File: src/rtl/regfile_read_arbiter_pkg.sv
// Shared definitions for the register-file read arbiter.
//   - Default widths and requester count.
//   - XZR_ADDR: the architectural zero register, read as 0 when enabled.
//   - onehot_to_idx: converts a winner one-hot vector to its binary index.
package regfile_arb_pkg;

    localparam int DEFAULT_NREQ = 3;
    localparam int DEFAULT_AW   = 5;
    localparam int DEFAULT_DW   = 64;

    localparam logic [4:0] XZR_ADDR = 5'd31;

    // Widest requester vector the arbiter supports, and its index width.
    localparam int MAX_NREQ  = 8;
    localparam int MAX_IDX_W = 3;

    // Input is assumed one-hot (or zero, which maps to index 0).
    function automatic logic [MAX_IDX_W-1:0] onehot_to_idx(input logic [MAX_NREQ-1:0] onehot);
        logic [MAX_IDX_W-1:0] idx;
        idx = '0;
        for (int i = 0; i < MAX_NREQ; i++) begin
            if (onehot[i]) begin
                idx = idx | MAX_IDX_W'(i);
            end
        end
        return idx;
    endfunction

endpackage

File: src/rtl/regfile_read_arbiter_if.sv
// Bus between the read arbiter, its requesters and the 32:1 read mux.
//   req_valid/req_addr/req_ready : per-requester request handshake
//   mux_sel/mux_data             : registered select out, mux data back in
//   rsp_valid/rsp_data           : one-cycle response pulse and shared data
// Modports:
//   master : requester side plus the read mux (drives requests and mux_data)
//   slave  : the arbiter
interface regfile_read_arbiter_if
    import regfile_arb_pkg::*;
#(
    parameter int NREQ = DEFAULT_NREQ,
    parameter int AW   = DEFAULT_AW,
    parameter int DW   = DEFAULT_DW
);

    logic [NREQ-1:0]    req_valid;
    logic [NREQ*AW-1:0] req_addr;
    logic [NREQ-1:0]    req_ready;
    logic [AW-1:0]      mux_sel;
    logic [DW-1:0]      mux_data;
    logic [NREQ-1:0]    rsp_valid;
    logic [DW-1:0]      rsp_data;

    modport master (
        output req_valid, req_addr, mux_data,
        input  req_ready, mux_sel, rsp_valid, rsp_data
    );

    modport slave (
        input  req_valid, req_addr, mux_data,
        output req_ready, mux_sel, rsp_valid, rsp_data
    );

endinterface

File: src/rtl/regfile_read_arbiter_rr_pick.sv
// Round-robin winner picker.
//   valid      : request vector
//   ptr        : index with highest priority this cycle
//   win_onehot : winning request, one-hot (zero when nothing valid)
//   win_idx    : binary index of the winner
//   any        : at least one request valid
module rr_pick
    import regfile_arb_pkg::*;
#(
    parameter int NREQ = DEFAULT_NREQ,
    localparam int PW  = (NREQ > 1) ? $clog2(NREQ) : 1
) (
    input  logic [NREQ-1:0] valid,
    input  logic [PW-1:0]   ptr,
    output logic [NREQ-1:0] win_onehot,
    output logic [PW-1:0]   win_idx,
    output logic            any
);

    logic [2*NREQ-1:0] scan;
    logic [2*NREQ-1:0] first;

    // The request vector is laid out twice so that a plain lowest-bit search
    // starting at ptr naturally wraps: bits below ptr are masked out of the
    // low copy, and the high copy supplies the wrapped-around candidates.
    // x & -x isolates the lowest set bit; folding the two halves gives the
    // winner as a one-hot over NREQ.
    always_comb begin
        scan = {valid, valid};
        for (int i = 0; i < NREQ; i++) begin
            if (i < int'(ptr)) begin
                scan[i] = 1'b0;
            end
        end
        first      = scan & (-scan);
        win_onehot = first[NREQ-1:0] | first[2*NREQ-1:NREQ];
        win_idx    = PW'(onehot_to_idx(MAX_NREQ'(win_onehot)));
        any        = |valid;
    end

endmodule

File: src/rtl/regfile_read_arbiter.sv
// Shares one registered-select 32:1 register-file read mux among NREQ
// requesters. Round-robin arbitration; requesters on the winner's address
// are granted together. Grant in cycle T, select registered at the end of T,
// mux data captured at the end of T+1, response pulse during T+2.
//   clk, reset : clock, synchronous active-high reset
//   en         : gates new grants; reads already in flight still complete
//   bus        : slave side of regfile_read_arbiter_if
module regfile_read_arbiter
    import regfile_arb_pkg::*;
#(
    parameter int NREQ     = DEFAULT_NREQ,
    parameter int AW       = DEFAULT_AW,
    parameter int DW       = DEFAULT_DW,
    parameter bit ZERO_R31 = 1'b1
) (
    input  logic                    clk,
    input  logic                    reset,
    input  logic                    en,
    regfile_read_arbiter_if.slave   bus
);

    localparam int PW = (NREQ > 1) ? $clog2(NREQ) : 1;
    localparam logic [AW-1:0] ZERO_ADDR = AW'(XZR_ADDR);

    logic [PW-1:0]   rr_ptr;
    logic [PW-1:0]   win_idx;
    logic [NREQ-1:0] win_onehot;
    logic            any_valid;

    logic [AW-1:0]   win_addr;
    logic [NREQ-1:0] grant;
    logic            grant_any;

    logic            a_valid;
    logic [NREQ-1:0] a_mask;
    logic            a_zero;

    logic [AW-1:0]   mux_sel_q;
    logic [NREQ-1:0] rsp_valid_q;
    logic [DW-1:0]   rsp_data_q;

    rr_pick #(.NREQ(NREQ)) u_pick (
        .valid      (bus.req_valid),
        .ptr        (rr_ptr),
        .win_onehot (win_onehot),
        .win_idx    (win_idx),
        .any        (any_valid)
    );

    // Winner's address is selected with the one-hot so no index decode is
    // needed. Every valid requester on that same address rides along with
    // the winner, since one mux read serves them all.
    always_comb begin
        win_addr = '0;
        for (int i = 0; i < NREQ; i++) begin
            if (win_onehot[i]) begin
                win_addr = win_addr | bus.req_addr[i*AW +: AW];
            end
        end
        grant = '0;
        if (!reset && en && any_valid) begin
            for (int i = 0; i < NREQ; i++) begin
                grant[i] = bus.req_valid[i] && (bus.req_addr[i*AW +: AW] == win_addr);
            end
        end
    end

    assign grant_any     = |grant;
    assign bus.req_ready = grant;
    assign bus.mux_sel   = mux_sel_q;
    assign bus.rsp_valid = rsp_valid_q;
    assign bus.rsp_data  = rsp_data_q;

    // Stage A registers the select and the grant bookkeeping; stage B
    // samples the mux a full cycle later. rsp_data only moves when a read
    // completes, so it holds between pulses.
    always_ff @(posedge clk) begin
        if (reset) begin
            mux_sel_q   <= '0;
            rr_ptr      <= '0;
            a_valid     <= 1'b0;
            a_mask      <= '0;
            a_zero      <= 1'b0;
            rsp_valid_q <= '0;
            rsp_data_q  <= '0;
        end else begin
            if (grant_any) begin
                mux_sel_q <= win_addr;
                a_valid   <= 1'b1;
                a_mask    <= grant;
                a_zero    <= ZERO_R31 && (win_addr == ZERO_ADDR);
                rr_ptr    <= (win_idx == PW'(NREQ - 1)) ? '0 : win_idx + PW'(1);
            end else begin
                a_valid   <= 1'b0;
            end

            if (a_valid) begin
                rsp_valid_q <= a_mask;
                rsp_data_q  <= a_zero ? '0 : bus.mux_data;
            end else begin
                rsp_valid_q <= '0;
            end
        end
    end

endmodule

File: src/flat_wrapper.sv
// flat-port wrapper written by rule: the top's interface ports become plain ports
module regfile_read_arbiter_flat import regfile_arb_pkg::*;
#(
    parameter int NREQ     = DEFAULT_NREQ,
    parameter int AW       = DEFAULT_AW,
    parameter int DW       = DEFAULT_DW,
    parameter bit ZERO_R31 = 1'b1
)
  (clk, reset, en, bus_req_valid, bus_req_addr, bus_mux_data, bus_req_ready, bus_mux_sel, bus_rsp_valid, bus_rsp_data);
  regfile_read_arbiter_if #(.NREQ(NREQ), .AW(AW), .DW(DW)) bus_i ();
  input  logic clk;
  input  logic reset;
  input  logic en;
  input wire logic [$bits(bus_i.req_valid)-1:0] bus_req_valid;
  input wire logic [$bits(bus_i.req_addr)-1:0] bus_req_addr;
  input wire logic [$bits(bus_i.mux_data)-1:0] bus_mux_data;
  output wire logic [$bits(bus_i.req_ready)-1:0] bus_req_ready;
  output wire logic [$bits(bus_i.mux_sel)-1:0] bus_mux_sel;
  output wire logic [$bits(bus_i.rsp_valid)-1:0] bus_rsp_valid;
  output wire logic [$bits(bus_i.rsp_data)-1:0] bus_rsp_data;
  assign bus_i.req_valid = bus_req_valid;
  assign bus_i.req_addr = bus_req_addr;
  assign bus_i.mux_data = bus_mux_data;
  assign bus_req_ready = bus_i.req_ready;
  assign bus_mux_sel = bus_i.mux_sel;
  assign bus_rsp_valid = bus_i.rsp_valid;
  assign bus_rsp_data = bus_i.rsp_data;
  regfile_read_arbiter #(.NREQ(NREQ), .AW(AW), .DW(DW), .ZERO_R31(ZERO_R31)) u_core (.clk(clk), .reset(reset), .en(en), .bus(bus_i));
endmodule
File: config.mk
export PLATFORM = sky130hd
export DESIGN_NAME = regfile_read_arbiter_flat
export DESIGN_NICKNAME = d
export VERILOG_FILES = /design/src/rtl/regfile_read_arbiter_pkg.sv /design/src/rtl/regfile_read_arbiter_if.sv /design/src/rtl/regfile_read_arbiter_rr_pick.sv /design/src/rtl/regfile_read_arbiter.sv /design/src/flat_wrapper.sv
export SDC_FILE = /design/constraint.sdc
export NUM_CORES = 1
export LEC_CHECK = 0
export ABC_CLOCK_PERIOD_IN_PS = 2060
export BUFFER_PORTS_ARGS = -buffer_cell sky130_fd_sc_hd__buf_4
export CAP_MARGIN = 10
export CORE_MARGIN = 3
export CORE_UTILIZATION = 42
export DETAILED_ROUTE_END_ITERATION = 10
export GPL_ROUTABILITY_DRIVEN = 0
export PLACE_DENSITY_LB_ADDON = 0.3
export SYNTH_ARGS = -nofsm -noshare
export SYNTH_HDL_FRONTEND = slang
export SYNTH_SLANG_ARGS = --single-unit
export TNS_END_PERCENT = 5
File: constraint.sdc
create_clock -name clk -period 2.06 [get_ports clk]
set_clock_uncertainty 0.05 [all_clocks]
set_input_delay 0.103 -clock clk [delete_from_list [all_inputs] [get_ports clk]]
set_output_delay 0.103 -clock clk [all_outputs]
set_load 0.02 [all_outputs]
==> flow_summary.toml <==
[run_status]
status = "finished, violations left"
failed_checks = "setup timing"

[sta]
whs_ns = 0.0919
fin_crit_ns = 2.59
finalHoldViolCount = 0
setup_viol = 7
slew_violations = 0
fin_setup_tns_ns = -2.13
tightest_slew_ns = 0.764
clock.fmax_mhz = 386
relSlewSlack_pct = 49.0
period_share_pct = 126
layout_setup_ws_ns = -0.532
rsz0062_at_grt = "true"

[layout]
fin_nets = 738
register_area_mm2 = 0.00159
fin_area_mm2 = 0.00582
n_fill_cell = 550
diodes = 0
postLayoutCoreUtil_pct = 74.2
drive_gt1_share_pct = 35.6
syn_to_final_growth_pct = 69.4
multi_input_area_mm2 = 0.00177
final_cells = 759

[setup_path]
critical-path-top-delay-family = "compound AO/OA/AOI/OAI gates"
critPathKind = "flop to output pin"
end_kind = "output pin"
cp.required_ns = 1.91
reg2reg_from = "u_core.rr_ptr[0]"
start_kind = "flop"
critical_path_arrival_ns = 2.44
crit_slowest_cell = "dfxtp_2"
cp_cell_sequence = "buf_4 > nor2b_2 > a221oi_2 > a211oi_2 > a211o_1 > a221o_1 > a2111oi_4 > buf_4"
cp.buffers_inverters = 2
crit_path_max_fanout = 4
slowest_delay_ns = 0.34
cp_common_cell = "buf_4"
startpoint = "u_core.rr_ptr[0]"

[place]
placed_area_mm2 = 0.00491
placed_cells = 675
place.port_buffers = 159
dp_hpwl_um = 7260

[floorplan]
ios = 160
die_x_um = 96.4
chipHeight_um = 96.4
start_util_pct = 43.8
rows = 32
core_mm2 = 0.00785
dieArea_mm2 = 0.00930

[global_routing]
grt_pass1_vias = 3676
grt_pass1_wl_um = 16900
antenna_found_initial = 0
grt_overflow_total = 0
track_usage_pct = 23.0
grt_max_degree = 77

[detailed_routing]
drt_first_pass_iters = 5
vias = 3817
vias_per_cell = 5.03
ant_nets = 0
drc = 0
drt-initial-drc-count = 157
wl_um = 11300
wl_per_cell_um = 14.9

[clock_network]
cts-root-buf = "clkbuf_8"
cts_max_level = 3
clk_pin_slew_ns = 0.07
tritoncts = "built"
clockBufferDepth = 2
clock_sinks = 79
cts_buffers = 9
clk_latency_ns = 0.33

[synthesis]
syn_inst = 408
synthDistinctLibCells = 48
synth_area_per_cell_um2 = 8.42
synth_fp_nets = 493
ys_ff_latch = 79
ys_async_sr_fraction_pct = 0
ys_seq_area_share_pct = 46.0
ys.flop_type = "dfxtp_1"
synth_edf_count = 0
netlist_area_mm2 = 0.00344
ys_warn_count = 0

[worst_hold_path]
hold_class = "input port to flop"
hp-start = "bus_req_addr[1]"

[power]
ir_worst_vdd_v = 0.000366
power_density_mw_per_mm2 = 614
p_leak_nw = 2.69

[flow_run]
maxCapViolCount = 0
## power by group
| part | switching [mW] | internal [mW] |
|---|---|---|
| Clock | 0.546 | 0.499 |
| Combinational | 0.422 | 0.472 |
| Sequential | 0.0384 | 1.60 |
| Total | 1.01 | 2.57 |
## worst paths after layout
check | end | slack, ns | cells past startpoint
min | u_core.a_mask[0] | 0.09 | 4
max reg2reg | u_core.a_mask[0] | -0.26 | 9
min reg2reg | u_core.bus.rsp_valid[2] | 0.40 | 1
max | bus_req_ready[2] | -0.53 | 8
## cells in the final DEF, fill, tap and decap left out, types with 5 or more instances in the layout
cell type,n
dlygate4sd3_1,64
buf_4,192
nand2_1,9
nor2b_1,67
a21oi_1,67
a211oi_1,5
dfxtp_1,76
and3_1,5
o21ai_0,5
and2_1,5
nor2_1,72
clkbuf_8,11
inv_1,12
## flip-flops by register name (all words and copies together), names as in the netlist
name                  count
u_core.a_valid            1
u_core.rr_ptr             2
u_core.a_mask             3
u_core.bus.mux_sel        5
u_core.bus.rsp_data      64
u_core.bus.rsp_valid      3
u_core.a_zero             1
## logic make-up (layout without fill, tap and decap cells)
group / after synthesis / count (layout) / share of synthesized area, %
fa+ha+maj: 1 / 1 / 0.291
compound gates: 113 / 113 / 22.6
simple gates: 179 / 179 / 27.1
buf+inv: 36 / 285 / 3.97
flops: 79 / 79 / 46.0
## metal layers
layer	part of all wire, %	GRT usage, %	vias up
li1	-	-	1866
met1	39	26.2	1757
met2	51	41.3	166
met3	7.2	5.58	28
met4	2.5	9.11	0
met5	0	0	-
## what timing repair did
action | 4_1_cts | 5_1_grt
setup buffers | 5 | 0
gates resized for setup | 6 | 7
hold buffers | 64 | 0
pin swaps | 6 | 6
hold endpoints to repair | 64 | 0
setup endpoints to repair | 7 | 9
## final cells by class
| cell class | instances | area share (%) |
|---|---|---|
| clock buffers | 11 | 2.60 |
| flip-flops and latches | 79 | 27.2 |
| repair buffers | 258 | 36.3 |
| inverters | 12 | 0.774 |
| clock inverters | 4 | 0.495 |
| well taps | 102 | 2.19 |
| multi-input cells | 293 | 30.4 |
## cell usage after synthesis, types with 2 or more instances
master | count | area [µm²]
a22oi_2 | 2 | 25.0
nand3_1 | 2 | 10.0
a32o_1 | 2 | 20.0
inv_1 | 12 | 45.0
a211oi_1 | 6 | 45.0
nand2b_1 | 5 | 31.3
a31oi_4 | 2 | 42.5
or2_1 | 2 | 12.5
clkbuf_1 | 22 | 82.6
and3_1 | 5 | 31.3
dfxtp_1 | 79 | 1580
a22oi_1 | 5 | 37.5
o221ai_1 | 2 | 17.5
o211ai_1 | 2 | 15.0
o22ai_1 | 3 | 18.8
a21oi_1 | 67 | 335
nor2_1 | 72 | 270
o21ai_0 | 5 | 25.0
nor2b_1 | 70 | 438
nand2_1 | 9 | 33.8
a221o_1 | 2 | 20.0
and2_1 | 6 | 37.5
## worst min-delay path: cells and delay by family
family	cells	cell delay, ns
compound gates	1	0.07
buf+inv	1	0.10
simple gates	2	0.16
## metrics by stage
step                power, mW  setup slack (ns)
floorplan                2.04            -0.242
global placement         2.40            -0.200
detailed placement       2.42            -0.252
CTS                      3.57            -0.632
global route             3.73            -0.673
finish                   3.57            -0.532
No activity file was read; power rests on OpenSTA's default activity.
